[config.mk]
export PLATFORM = sky130hd
export DESIGN_NAME = mem_port_arbiter_flat
export DESIGN_NICKNAME = d
export VERILOG_FILES = /design/src/rtl/mem_port_arbiter_if.sv /design/src/rtl/mem_port_arbiter.sv /design/src/flat_wrapper.sv
export SDC_FILE = /design/constraint.sdc
export NUM_CORES = 1
export LEC_CHECK = 0
export BUFFER_PORTS_ARGS = -buffer_cell sky130_fd_sc_hd__buf_2
export CORE_AREA = 2 2 132 134
export CTS_BUF_LIST = sky130_fd_sc_hd__clkbuf_2
export DETAILED_ROUTE_END_ITERATION = 6
export DIE_AREA = 0 0 134 136
export HOLD_SLACK_MARGIN = 0.12
export SLEW_MARGIN = 20
export SYNTH_ARGS = -nofsm -noshare
export SYNTH_HDL_FRONTEND = slang
export SYNTH_SLANG_ARGS = --single-unit
[constraint.sdc]
create_clock -name CLK -period 3.1 [get_ports CLK]
set_input_delay 0.31 -clock CLK [delete_from_list [all_inputs] [get_ports CLK]]
set_output_delay 0.31 -clock CLK [all_outputs]
set_load 0.03 [all_outputs]
[src/rtl/mem_port_arbiter_if.sv]
// rtl/mem_port_arbiter_if.sv - request, response and memory-side bundle for the OTTER memory port arbiter
interface mem_port_arbiter_if;
    logic        FETCH_REQ;
    logic [31:0] FETCH_ADDR;
    logic        FETCH_GNT;
    logic        FETCH_VALID;
    logic [31:0] FETCH_RDATA;

    logic        DATA_REQ;
    logic        DATA_WE;
    logic [31:0] DATA_ADDR;
    logic [31:0] DATA_WDATA;
    logic [1:0]  DATA_SIZE;
    logic        DATA_SIGN;
    logic        DATA_GNT;
    logic        DATA_VALID;
    logic [31:0] DATA_RDATA;

    logic        PRG_HOLD;
    logic        PRG_WE;
    logic [31:0] PRG_ADDR;
    logic [31:0] PRG_WDATA;
    logic        PRG_GNT;

    logic [31:0] MEM_ADDR;
    logic [31:0] MEM_WDATA;
    logic        MEM_WE;
    logic        MEM_RE;
    logic [1:0]  MEM_SIZE;
    logic        MEM_SIGN;
    logic [31:0] MEM_RDATA;

    logic        PIPE_STALL;

    modport slave (
        input  FETCH_REQ, FETCH_ADDR,
        output FETCH_GNT, FETCH_VALID, FETCH_RDATA,
        input  DATA_REQ, DATA_WE, DATA_ADDR, DATA_WDATA, DATA_SIZE, DATA_SIGN,
        output DATA_GNT, DATA_VALID, DATA_RDATA,
        input  PRG_HOLD, PRG_WE, PRG_ADDR, PRG_WDATA,
        output PRG_GNT,
        output MEM_ADDR, MEM_WDATA, MEM_WE, MEM_RE, MEM_SIZE, MEM_SIGN,
        input  MEM_RDATA,
        output PIPE_STALL
    );

    modport master (
        output FETCH_REQ, FETCH_ADDR,
        input  FETCH_GNT, FETCH_VALID, FETCH_RDATA,
        output DATA_REQ, DATA_WE, DATA_ADDR, DATA_WDATA, DATA_SIZE, DATA_SIGN,
        input  DATA_GNT, DATA_VALID, DATA_RDATA,
        output PRG_HOLD, PRG_WE, PRG_ADDR, PRG_WDATA,
        input  PRG_GNT,
        input  MEM_ADDR, MEM_WDATA, MEM_WE, MEM_RE, MEM_SIZE, MEM_SIGN,
        output MEM_RDATA,
        input  PIPE_STALL
    );
endinterface

[src/rtl/mem_port_arbiter.sv]
// rtl/mem_port_arbiter.sv - single-port memory arbiter for programmer, data and fetch with tagged 1-cycle read return
module mem_port_arbiter #(
    parameter int MAX_WAIT = 4
) (
    input logic                CLK,
    input logic                RST,
    mem_port_arbiter_if.slave  bus
);
    localparam logic [1:0] ST_RUN    = 2'd0;
    localparam logic [1:0] ST_PROG   = 2'd1;
    localparam logic [1:0] ST_RESUME = 2'd2;

    localparam logic [1:0] TAG_NONE  = 2'd0;
    localparam logic [1:0] TAG_FETCH = 2'd1;
    localparam logic [1:0] TAG_DATA  = 2'd2;

    logic [1:0] state_q, state_d;
    logic [3:0] fetch_wait_q, fetch_wait_d;
    logic [1:0] tag_q, tag_d;

    logic fetch_gnt, data_gnt, prg_gnt;
    logic fetch_first;

    always_comb begin
        fetch_gnt   = 1'b0;
        data_gnt    = 1'b0;
        prg_gnt     = 1'b0;
        fetch_first = (fetch_wait_q == 4'(MAX_WAIT));
        if (state_q == ST_RUN) begin
            if (bus.FETCH_REQ && (fetch_first || !bus.DATA_REQ)) begin
                fetch_gnt = 1'b1;
            end else if (bus.DATA_REQ) begin
                data_gnt = 1'b1;
            end
        end else if (state_q == ST_PROG) begin
            prg_gnt = bus.PRG_WE;
        end
    end

    always_comb begin
        state_d      = state_q;
        fetch_wait_d = fetch_wait_q;
        case (state_q)
            ST_RUN: begin
                if (bus.PRG_HOLD) begin
                    state_d      = ST_PROG;
                    fetch_wait_d = 4'd0;
                end else if (fetch_gnt) begin
                    fetch_wait_d = 4'd0;
                end else if (bus.FETCH_REQ && (fetch_wait_q != 4'(MAX_WAIT))) begin
                    fetch_wait_d = fetch_wait_q + 4'd1;
                end
            end
            ST_PROG: begin
                if (!bus.PRG_HOLD) begin
                    state_d = ST_RESUME;
                end
            end
            default: begin
                state_d = ST_RUN;
            end
        endcase
    end

    // Only reads are tagged; writes never produce a response.
    always_comb begin
        tag_d = TAG_NONE;
        if (fetch_gnt) begin
            tag_d = TAG_FETCH;
        end else if (data_gnt && !bus.DATA_WE) begin
            tag_d = TAG_DATA;
        end
    end

    always_ff @(posedge CLK) begin
        if (RST) begin
            state_q      <= ST_RUN;
            fetch_wait_q <= 4'd0;
            tag_q        <= TAG_NONE;
        end else begin
            state_q      <= state_d;
            fetch_wait_q <= fetch_wait_d;
            tag_q        <= tag_d;
        end
    end

    always_comb begin
        bus.MEM_ADDR  = 32'd0;
        bus.MEM_WDATA = 32'd0;
        bus.MEM_WE    = 1'b0;
        bus.MEM_RE    = 1'b0;
        bus.MEM_SIZE  = 2'b00;
        bus.MEM_SIGN  = 1'b0;
        if (fetch_gnt) begin
            bus.MEM_ADDR = bus.FETCH_ADDR;
            bus.MEM_RE   = 1'b1;
            bus.MEM_SIZE = 2'b10;
        end else if (data_gnt) begin
            bus.MEM_ADDR  = bus.DATA_ADDR;
            bus.MEM_WDATA = bus.DATA_WDATA;
            bus.MEM_WE    = bus.DATA_WE;
            bus.MEM_RE    = !bus.DATA_WE;
            bus.MEM_SIZE  = bus.DATA_SIZE;
            bus.MEM_SIGN  = bus.DATA_SIGN;
        end else if (prg_gnt) begin
            bus.MEM_ADDR  = bus.PRG_ADDR;
            bus.MEM_WDATA = bus.PRG_WDATA;
            bus.MEM_WE    = 1'b1;
            bus.MEM_SIZE  = 2'b10;
        end
    end

    assign bus.FETCH_GNT   = fetch_gnt;
    assign bus.DATA_GNT    = data_gnt;
    assign bus.PRG_GNT     = prg_gnt;
    assign bus.FETCH_VALID = (tag_q == TAG_FETCH);
    assign bus.DATA_VALID  = (tag_q == TAG_DATA);
    assign bus.FETCH_RDATA = (tag_q == TAG_FETCH) ? bus.MEM_RDATA : 32'd0;
    assign bus.DATA_RDATA  = (tag_q == TAG_DATA)  ? bus.MEM_RDATA : 32'd0;

    assign bus.PIPE_STALL = (state_q != ST_RUN) ||
                            (bus.FETCH_REQ && !fetch_gnt) ||
                            (bus.DATA_REQ && !data_gnt);
endmodule
[src/flat_wrapper.sv]
// flat-port wrapper written by rule: the top's interface ports become plain ports
module mem_port_arbiter_flat 
#(
    parameter int MAX_WAIT = 4
)
  (CLK, RST, bus_FETCH_REQ, bus_FETCH_ADDR, bus_FETCH_GNT, bus_FETCH_VALID, bus_FETCH_RDATA, bus_DATA_REQ, bus_DATA_WE, bus_DATA_ADDR, bus_DATA_WDATA, bus_DATA_SIZE, bus_DATA_SIGN, bus_DATA_GNT, bus_DATA_VALID, bus_DATA_RDATA, bus_PRG_HOLD, bus_PRG_WE, bus_PRG_ADDR, bus_PRG_WDATA, bus_PRG_GNT, bus_MEM_ADDR, bus_MEM_WDATA, bus_MEM_WE, bus_MEM_RE, bus_MEM_SIZE, bus_MEM_SIGN, bus_MEM_RDATA, bus_PIPE_STALL);
  mem_port_arbiter_if bus_i ();
  input logic CLK;
  input logic RST;
  input wire logic [$bits(bus_i.FETCH_REQ)-1:0] bus_FETCH_REQ;
  input wire logic [$bits(bus_i.FETCH_ADDR)-1:0] bus_FETCH_ADDR;
  output wire logic [$bits(bus_i.FETCH_GNT)-1:0] bus_FETCH_GNT;
  output wire logic [$bits(bus_i.FETCH_VALID)-1:0] bus_FETCH_VALID;
  output wire logic [$bits(bus_i.FETCH_RDATA)-1:0] bus_FETCH_RDATA;
  input wire logic [$bits(bus_i.DATA_REQ)-1:0] bus_DATA_REQ;
  input wire logic [$bits(bus_i.DATA_WE)-1:0] bus_DATA_WE;
  input wire logic [$bits(bus_i.DATA_ADDR)-1:0] bus_DATA_ADDR;
  input wire logic [$bits(bus_i.DATA_WDATA)-1:0] bus_DATA_WDATA;
  input wire logic [$bits(bus_i.DATA_SIZE)-1:0] bus_DATA_SIZE;
  input wire logic [$bits(bus_i.DATA_SIGN)-1:0] bus_DATA_SIGN;
  output wire logic [$bits(bus_i.DATA_GNT)-1:0] bus_DATA_GNT;
  output wire logic [$bits(bus_i.DATA_VALID)-1:0] bus_DATA_VALID;
  output wire logic [$bits(bus_i.DATA_RDATA)-1:0] bus_DATA_RDATA;
  input wire logic [$bits(bus_i.PRG_HOLD)-1:0] bus_PRG_HOLD;
  input wire logic [$bits(bus_i.PRG_WE)-1:0] bus_PRG_WE;
  input wire logic [$bits(bus_i.PRG_ADDR)-1:0] bus_PRG_ADDR;
  input wire logic [$bits(bus_i.PRG_WDATA)-1:0] bus_PRG_WDATA;
  output wire logic [$bits(bus_i.PRG_GNT)-1:0] bus_PRG_GNT;
  output wire logic [$bits(bus_i.MEM_ADDR)-1:0] bus_MEM_ADDR;
  output wire logic [$bits(bus_i.MEM_WDATA)-1:0] bus_MEM_WDATA;
  output wire logic [$bits(bus_i.MEM_WE)-1:0] bus_MEM_WE;
  output wire logic [$bits(bus_i.MEM_RE)-1:0] bus_MEM_RE;
  output wire logic [$bits(bus_i.MEM_SIZE)-1:0] bus_MEM_SIZE;
  output wire logic [$bits(bus_i.MEM_SIGN)-1:0] bus_MEM_SIGN;
  input wire logic [$bits(bus_i.MEM_RDATA)-1:0] bus_MEM_RDATA;
  output wire logic [$bits(bus_i.PIPE_STALL)-1:0] bus_PIPE_STALL;
  assign bus_i.FETCH_REQ = bus_FETCH_REQ;
  assign bus_i.FETCH_ADDR = bus_FETCH_ADDR;
  assign bus_FETCH_GNT = bus_i.FETCH_GNT;
  assign bus_FETCH_VALID = bus_i.FETCH_VALID;
  assign bus_FETCH_RDATA = bus_i.FETCH_RDATA;
  assign bus_i.DATA_REQ = bus_DATA_REQ;
  assign bus_i.DATA_WE = bus_DATA_WE;
  assign bus_i.DATA_ADDR = bus_DATA_ADDR;
  assign bus_i.DATA_WDATA = bus_DATA_WDATA;
  assign bus_i.DATA_SIZE = bus_DATA_SIZE;
  assign bus_i.DATA_SIGN = bus_DATA_SIGN;
  assign bus_DATA_GNT = bus_i.DATA_GNT;
  assign bus_DATA_VALID = bus_i.DATA_VALID;
  assign bus_DATA_RDATA = bus_i.DATA_RDATA;
  assign bus_i.PRG_HOLD = bus_PRG_HOLD;
  assign bus_i.PRG_WE = bus_PRG_WE;
  assign bus_i.PRG_ADDR = bus_PRG_ADDR;
  assign bus_i.PRG_WDATA = bus_PRG_WDATA;
  assign bus_PRG_GNT = bus_i.PRG_GNT;
  assign bus_MEM_ADDR = bus_i.MEM_ADDR;
  assign bus_MEM_WDATA = bus_i.MEM_WDATA;
  assign bus_MEM_WE = bus_i.MEM_WE;
  assign bus_MEM_RE = bus_i.MEM_RE;
  assign bus_MEM_SIZE = bus_i.MEM_SIZE;
  assign bus_MEM_SIGN = bus_i.MEM_SIGN;
  assign bus_i.MEM_RDATA = bus_MEM_RDATA;
  assign bus_PIPE_STALL = bus_i.PIPE_STALL;
  mem_port_arbiter #(.MAX_WAIT(MAX_WAIT)) u_core (.CLK(CLK), .RST(RST), .bus(bus_i));
endmodule
==> results of run 1 <==
## how the worst max path moves through the flow
stage / startpoint / to / slack (ns) / cells after the start
2_1_floorplan: u_core.fetch_wait_q[0] / bus_MEM_WDATA[31] / 0.97 / 6
3_3_place_gp: u_core.fetch_wait_q[0] / bus_MEM_ADDR[21] / 0.74 / 7
3_5_place_dp: u_core.fetch_wait_q[0] / bus_MEM_ADDR[21] / 0.72 / 7
4_1_cts: u_core.fetch_wait_q[0] / bus_MEM_ADDR[21] / 0.43 / 7
5_1_grt: u_core.fetch_wait_q[0] / bus_MEM_WDATA[25] / 0.31 / 7
6_report: u_core.fetch_wait_q[0] / bus_MEM_WDATA[25] / 0.50 / 7
## metal layers
layer | GRT usage, % | vias to the layer above
li1 | - | 1602
met1 | 12.6 | 1445
met2 | 19.6 | 232
met3 | 1.60 | 4
met4 | 2.13 | 0
met5 | 0 | -
## cells in the mapped netlist (2+ instances only)
master / count
buf_6: 8
ha_1: 2
and3b_1: 2
nor2b_1: 3
o2bb2ai_1: 4
dfxtp_1: 8
clkbuf_1: 12
nor2_1: 6
a22oi_1: 4
nor4b_1: 2
nand4_1: 4
nand2_1: 3
and2_1: 64
a221o_1: 28
o21ai_0: 3
a22o_1: 31
and3_1: 30
inv_1: 2
a21o_1: 2
a21oi_1: 2
buf_4: 7
## flip-flops by register name, summed over array words and instances, names as in the netlist
name / flops
u_core.tag_q: 2
u_core.state_q: 2
u_core.fetch_wait_q: 4
## metrics by stage
step	cell area [um^2]	power [W]	instances	util, %	setup WS, ns
after floorplan	1920	0.000491	247	-	0.965
after global routing	3800	0.000846	795	22.5	0.313
after global placement	3780	0.000736	791	22.4	0.736
final	3800	0.000794	796	22.5	0.497
after CTS	3800	0.000803	794	22.5	0.434
after detailed placement	3780	0.000738	791	22.4	0.724
## power by group
group	switching, W	leakage [nW]	internal [W]
clock network	0.0000361	0.0125	0.0000264
registers	0.00000351	0.0651	0.000105
logic	0.000379	2.27	0.000245
total	0.000418	2.34	0.000376
## layout make-up
type                            instances  area (um^2)  area share, %
Tap cell                              225          282           7.40
Inverter                                3         11.3          0.296
Clock buffer                            3         15.0          0.395
Antenna cell                            2         5.00          0.132
Timing Repair Buffer                  347         1770           46.4
Sequential cell                         8          160           4.21
Multi-Input combinational cell        208         1570           41.1
## critical path: cells and delay by family (launching register included)
family                   cells  cell delay, ns
AO/OA/AOI/OAI                1            0.23
adder cells (fa/ha/maj)      1            0.23
buffers and inverters        3            0.72
flip-flops                   1            0.39
AND/OR/NAND/NOR              2            0.46
## cell families after synthesis
family                   share of synthesized area, %
flip-flops                                       8.33
buffers and inverters                            10.6
AO/OA/AOI/OAI                                    37.2
adder cells (fa/ha/maj)                          1.30
AND/OR/NAND/NOR                                  42.1
multiplexers                                    0.521
==> metrics.txt, run 1 <==
Final TNS setup 0 ns; CTS tree yes; Hold Path End u_core.tag_q[1]; root buf cell clkbuf_2; Critical Path, Cell by Cell inv_1 > ha_1 > nand4b_2 > nand2_1 > inv_2 > a22o_1 > buf_2; GP Congestion 0.784; via count 3283; initial antenna violation count 2; Post-CTS Hold Buffers 0; M1 wire length 4240 um; metal3 WL 1180 um; worst skew pair latency 0.24 ns; DP HPWL 9440 um; commonest non-fill, non-tap cells in the layout 340 x buf_2, 64 x and2_1, 31 x a22o_1, 30 x and3_1, 28 x a221o_1; worst hold slack 0.301 ns; starting density of the core 11.4%; gr usage total 10.5%; IO buf count 340; critical path peak fanout 33; Seq/Total Area, Yosys under 10%; P per Cell Area 209 nW/um^2; Layout area overhead 97.9%; status finished clean; EDFF count, synth 0; Synth Warn # 0; fin crit period 2.60 ns; clk_skew between 0.01 and 0.015 ns; CP required 2.79 ns; commonest non-fill, non-tap cell in the layout buf_2; Rows 48; cell taking the most area after synthesis and2_1; clk sinks 8; post-route ant nets 0; first-pass GRT wire length approximately 15000 um; # IOs 341; Setup crit start kind register; htree depth 1; Max-slew headroom 52.0%; largest net degree at the start of global routing 36; top cells by area, synth and2_1 21%, a221o_1 15%, a22o_1 14%, and3_1 9.8%, dfxtp_1 8.3%; Via-to-Cell Ratio 4.12; fmax roughly 380 MHz; actual slew at the worst max-slew pin about 0.72 ns; r2r setup slk 1.46 ns; Leak 2.34 nW; post-CTS resize count 0; CP arrival 2.29 ns; Synth Flop Type dfxtp_1; Cells after Synth roughly 250; reg-to-reg startpoint u_core.fetch_wait_q[0]; CORE AREA 16900 um^2; nets@finish about 780; WL/cell 14.0 um; fill cell count between 1500 and 2000; hold crit path type input pin to register; Die Wd between 100 and 150 um; worst hold stages 2; Synth Cell Area 1920 um^2; met2 wire length approximately 5600 um; total wire length 11100 um; final worst-path cycle share 84.0%; Crit path largest cell delay 0.45 ns; average size of a mapped cell 7.79 um^2; reg2reg end u_core.tag_q[0]; drt initial violations 180; slowest CP cell inv_2; DRC 0; vias in the first global route 2751; Synth top area share 20.8%; R2R depth 5; Yosys cell types 41; Detailed Routing Iterations Pass 1 4; max-slew violations 0; start point of the worst hold path bus_DATA_WE; Setup violations, final 0; share of cells above drive strength 1 63.4%; RSZ-0062 raised after global routing false; Crit Path Class register to output port; setup bufs post-CTS 0; CTS max path bufs 2; Crit. End Element output port; asr flop ratio synth 0%; die area 18200 um^2; Mapped Nets around 450; DR top layer met4; Max IR drop VDD approximately 0.000076 V; final hold vios 0; max-cap violation count 0; total congestion overflow 0; Die Span Y 136 um; clk slew on worst S/H paths 0.08 ns; TritonCTS Buffers 3; register bit total from synthesis 8
(Power assumes the default switching activity.)
==> run 2, diff against run 1 <==
--- a/config.mk
+++ b/config.mk
@@ -6,10 +6,10 @@
 export NUM_CORES = 1
 export LEC_CHECK = 0
 export BUFFER_PORTS_ARGS = -buffer_cell sky130_fd_sc_hd__buf_2
-export CORE_AREA = 2 2 132 134
+export CORE_AREA = 2 2 133 135
 export CTS_BUF_LIST = sky130_fd_sc_hd__clkbuf_2
 export DETAILED_ROUTE_END_ITERATION = 6
-export DIE_AREA = 0 0 134 136
+export DIE_AREA = 0 0 135 137
 export HOLD_SLACK_MARGIN = 0.12
 export SLEW_MARGIN = 20
 export SYNTH_ARGS = -nofsm -noshare
==> constraint.sdc (replaced) <==
create_clock -name CLK -period 2.5 [get_ports CLK]
set_input_delay 0.25 -clock CLK [delete_from_list [all_inputs] [get_ports CLK]]
set_output_delay 0.25 -clock CLK [all_outputs]
set_load 0.03 [all_outputs]
==> metrics.txt, run 2 (same netlist as run 1, synthesis figures left out) <==
total congestion overflow 0; actual slew at the worst max-slew pin 0.594 ns; DP Worst Slack 0.350 ns; Crit Path Class register to output port; total wire length about 12000 um; hold crit path type input pin to register; CTS max path bufs 2; Final TNS setup 0 ns; clk slew on worst S/H paths 0.09 ns; via count approximately 3300; share of cells above drive strength 1 63.2%; post-placement cell count 793; fmax 444 MHz; status finished clean; fin crit period about 2.2 ns; Rows 48; GP Congestion 0.763; largest net degree at the start of global routing 48; Largest Register u_core.fetch_wait_q; post-route ant nets 0; RSZ-0062 raised after global routing false; Layout area overhead 98.4%; Final Non-Filler Cells 797; first-pass GRT wire length 16100 um; commonest non-fill, non-tap cells in the layout 340 x buf_2, 64 x and2_1, 31 x a22o_1, 30 x and3_1, 28 x a221o_1; CORE AREA 17100 um^2; IO buf count 340; DP HPWL about 10000 um; setup bufs post-CTS 0; CP required ~2.3 ns; Via-to-Cell Ratio 4.17; max-slew violations 0; die area ~18000 um^2; clk_skew approximately 0.00042 ns; nets@finish 777; Setup violations, final 0; starting density of the core 11.3%; Tot Pwr 0.00100 W; WL/cell 15.6 um; clk sinks 8; final hold vios 0; worst skew pair latency 0.25 ns; critical path peak fanout 34; Leak 2.35 nW; max-cap violation count 0; Max IR drop VDD 0.000103 V; Die Span Y around 140 um; CP arrival 2.00 ns; vias in the first global route 2702; TritonCTS Buffers 3; Largest regs u_core.fetch_wait_q (4), u_core.state_q (2), u_core.tag_q (2); Detailed Routing Iterations Pass 1 4; post-route setup slack approximately 0.25 ns; htree depth 1; Die Wd 135 um; DRC 0; final worst-path cycle share 90.0%; CTS tree yes; P per Cell Area 263 nW/um^2; drt initial violations 288; # IOs 341; Crit. End Element output port; gr usage total approximately 11%; max reg flops 4; commonest non-fill, non-tap cell in the layout buf_2; initial antenna violation count 2; root buf cell clkbuf_2; Max-slew headroom 59.8%; Setup crit start kind register
[run 2: routing by layer]
metal  part of all wire [%]  global-route usage, %  vias up
met4                   0.73                   1.22        0
met1                     43                   15.9     1520
met5                      0                      0        -
met3                    8.9                   2.11        6
li1                       -                      -     1601
met2                     47                   19.1      198
[run 2: timing repair]
item	in CTS	in global routing
gates resized for setup	0	2
endpoints found under the hold margin	0	0
endpoints found under the setup margin	0	32
hold buffers	0	0
[run 2: cell type report]
cell class / count / area [um^2]
Antenna cell: 1 / 2.50
Timing Repair Buffer: 349 / 1780
Multi-Input combinational cell: 208 / 1560
Clock buffer: 3 / 15.0
Sequential cell: 8 / 160
Tap cell: 225 / 282
Fill cell: 1913 / 13200
Inverter: 3 / 13.8
[run 2: through the flow]
step / hold WS, ns / cell area (um^2) / utilization (%)
3_3_place_gp: 0.491 / 3790 / 22.2
6_report: 0.213 / 3810 / 22.4
2_1_floorplan: 0.327 / 1920 / -
5_1_grt: 0.208 / 3810 / 22.4
4_1_cts: 0.222 / 3810 / 22.3
3_5_place_dp: 0.495 / 3790 / 22.2
[run 2: path summary, 6_finish.rpt]
path | cells after the start | to | slack (ns) | startpoint
worst min-delay path | 2 | u_core.tag_q[1] | 0.21 | bus_DATA_WE
worst max-delay path | 7 | bus_MEM_ADDR[26] | 0.25 | u_core.fetch_wait_q[0]
worst max register to register | 3 | u_core.fetch_wait_q[3] | 1.09 | u_core.state_q[1]
worst min register to register | 2 | u_core.fetch_wait_q[1] | 0.55 | u_core.fetch_wait_q[1]
[run 2: report_power, final]
part / internal [W] / switching [W]
combinational: 0.000305 / 0.000478
sequential: 0.000131 / 0.00000432
clock: 0.0000327 / 0.0000514
[run 2: worst max-delay path: stages, from the launching register on]
cell,delay [ns]
dfxtp_1,0.36
inv_1,0.09
ha_1,0.19
nand4b_2,0.12
buf_4,0.26
and3_1,0.22
a221o_1,0.30
buf_2,0.19
==> run 3, diff against run 2 <==
--- a/config.mk
+++ b/config.mk
@@ -10,6 +10,7 @@
 export CTS_BUF_LIST = sky130_fd_sc_hd__clkbuf_2
 export DETAILED_ROUTE_END_ITERATION = 6
 export DIE_AREA = 0 0 135 137
+export GPL_TIMING_DRIVEN = 0
 export HOLD_SLACK_MARGIN = 0.12
 export SLEW_MARGIN = 20
 export SYNTH_ARGS = -nofsm -noshare
==> metrics.txt, run 3 (same netlist as run 1, synthesis figures left out) <==
Setup violations, final 0; total wire length 12500 um; final worst-path cycle share 92.3%; Crit Path Class register to output port; CTS max path bufs 2; CTS tree yes; worst skew pair latency ~0.23 ns; post-place instance area 3900 um^2; actual slew at the worst max-slew pin 0.648 ns; first-pass GRT wire length 16500 um; Layout area overhead 107%; R2R depth 6; reg-to-reg startpoint u_core.fetch_wait_q[0]; IO buf count roughly 340; ANT cells 0; start point of the worst hold path bus_DATA_WE; commonest non-fill, non-tap cells in the layout 339 x buf_2, 64 x and2_1, 31 x a22o_1, 30 x and3_1, 28 x a221o_1; TritonCTS Buffers 3; htree depth 1; final hold vios 0; Final TNS setup 0 ns; drt initial violations ~200; Max IR drop VDD 0.000148 V; Largest regs u_core.fetch_wait_q (4), u_core.state_q (2), u_core.tag_q (2); clk sinks 8; root buf cell clkbuf_2; RSZ-0062 raised after global routing false; Rows 48; fmax 434 MHz; Via-to-Cell Ratio 4.12; max-slew violations 0; vias in the first global route between 2000 and 3000; starting density of the core 11.3%; clk slew on worst S/H paths 0.08 ns; Max-slew headroom 56.2%; P per Cell Area ~260 nW/um^2; # IOs 341; Detailed Routing Iterations Pass 1 4; r2r setup slk 0.89 ns; reg2reg end u_core.tag_q[0]; commonest non-fill, non-tap cell in the layout buf_2; CORE AREA 17100 um^2; Die Span Y about 140 um; nets@finish 800; die area 18500 um^2; clk_skew around 0.0028 ns; Setup crit start kind register; DRC 0; share of cells above drive strength 1 62.8%; Buf/Inv on CP 3; status finished clean; slowest CP cell clkbuf_1; total congestion overflow 0; WL/cell 15.3 um; Tot Pwr 0.00102 W; fin crit period 2.31 ns; Die Wd 135 um; DP HPWL 10900 um; Hold Path End u_core.tag_q[1]; worst hold stages 2; WP depth 6; largest net degree at the start of global routing 11; family with the most delay on the worst path buffers and inverters; hold crit path type input pin to register; GP Congestion between 0.7 and 0.8; Largest Register u_core.fetch_wait_q; Critical Path, Cell by Cell nor3b_4 > buf_4 > clkbuf_1 > a22oi_1 > o2bb2ai_1 > buf_2; CP arrival 2.06 ns; Crit path largest cell delay 0.42 ns; post-route ant nets 0; max-cap violation count 0; final instance area 3970 um^2; Crit. End Element output port; via count roughly 3400; gr usage total 11.5%; critical path peak fanout 10; initial antenna violation count 0; CP required between 2 and 2.5 ns; max reg flops 4; Leak 2.43 nW
[run 3: worst max-delay path by stage]
stage	startpoint	endpoint	slack, ns
detailed placement	bus_DATA_REQ	bus_MEM_WDATA[27]	0.16
global route	u_core.fetch_wait_q[0]	bus_MEM_ADDR[5]	0.0005
CTS	u_core.fetch_wait_q[0]	bus_MEM_WDATA[26]	0.02
global placement	bus_DATA_REQ	bus_MEM_WDATA[26]	0.15
floorplan	u_core.fetch_wait_q[0]	bus_MEM_WDATA[31]	0.43
finish	u_core.state_q[1]	bus_MEM_ADDR[9]	0.19
[run 3: per-stage QoR]
| stage | std cells | utilization (%) | setup slack [ns] | hold slack (ns) |
|---|---|---|---|---|
| after CTS | 815 | 23.0 | 0.0239 | 0.208 |
| final | 819 | 23.3 | 0.193 | 0.221 |
| after global routing | 819 | 23.3 | 0.000541 | 0.199 |
| after detailed placement | 810 | 22.8 | 0.160 | 0.465 |
| after floorplan | 247 | - | 0.425 | 0.327 |
| after global placement | 810 | 22.8 | 0.151 | 0.458 |
[run 3: repair_timing]
item,CTS,global route
gates cloned,0,0
gates resized for setup,1,4
endpoints found under the setup margin,26,53
pin swaps,1,1
hold buffers,0,0
setup buffers,2,4
[run 3: report_power, final]
group	switching, W	total (W)	internal [W]
clock	0.0000417	0.0000745	0.0000327
combinational	0.000490	0.000813	0.000323
sequential	0.00000445	0.000135	0.000131
total	0.000536	0.00102	0.000487
[run 3: metal layers]
| layer | share of wire, % | GRT usage, % | wire length, um | up-vias |
|---|---|---|---|---|
| met1 | 43 | 15.9 | 5400 | 1527 |
| met4 | 0 | 0 | 0 | 0 |
| met3 | 8.2 | 1.81 | 1030 | 0 |
| li1 | - | - | - | 1651 |
| met2 | 49 | 20.2 | 6120 | 194 |
| met5 | 0 | 0 | 0 | - |
[run 3: layout make-up]
cell class / count / area, um^2
fillers: 1916 / 13100
repair buffers: 344 / 1740
multi-input cells: 208 / 1570
well taps: 225 / 282
plain buffers: 28 / 194
flip-flops and latches: 8 / 160
clock buffers: 3 / 15.0
inverters: 3 / 13.8
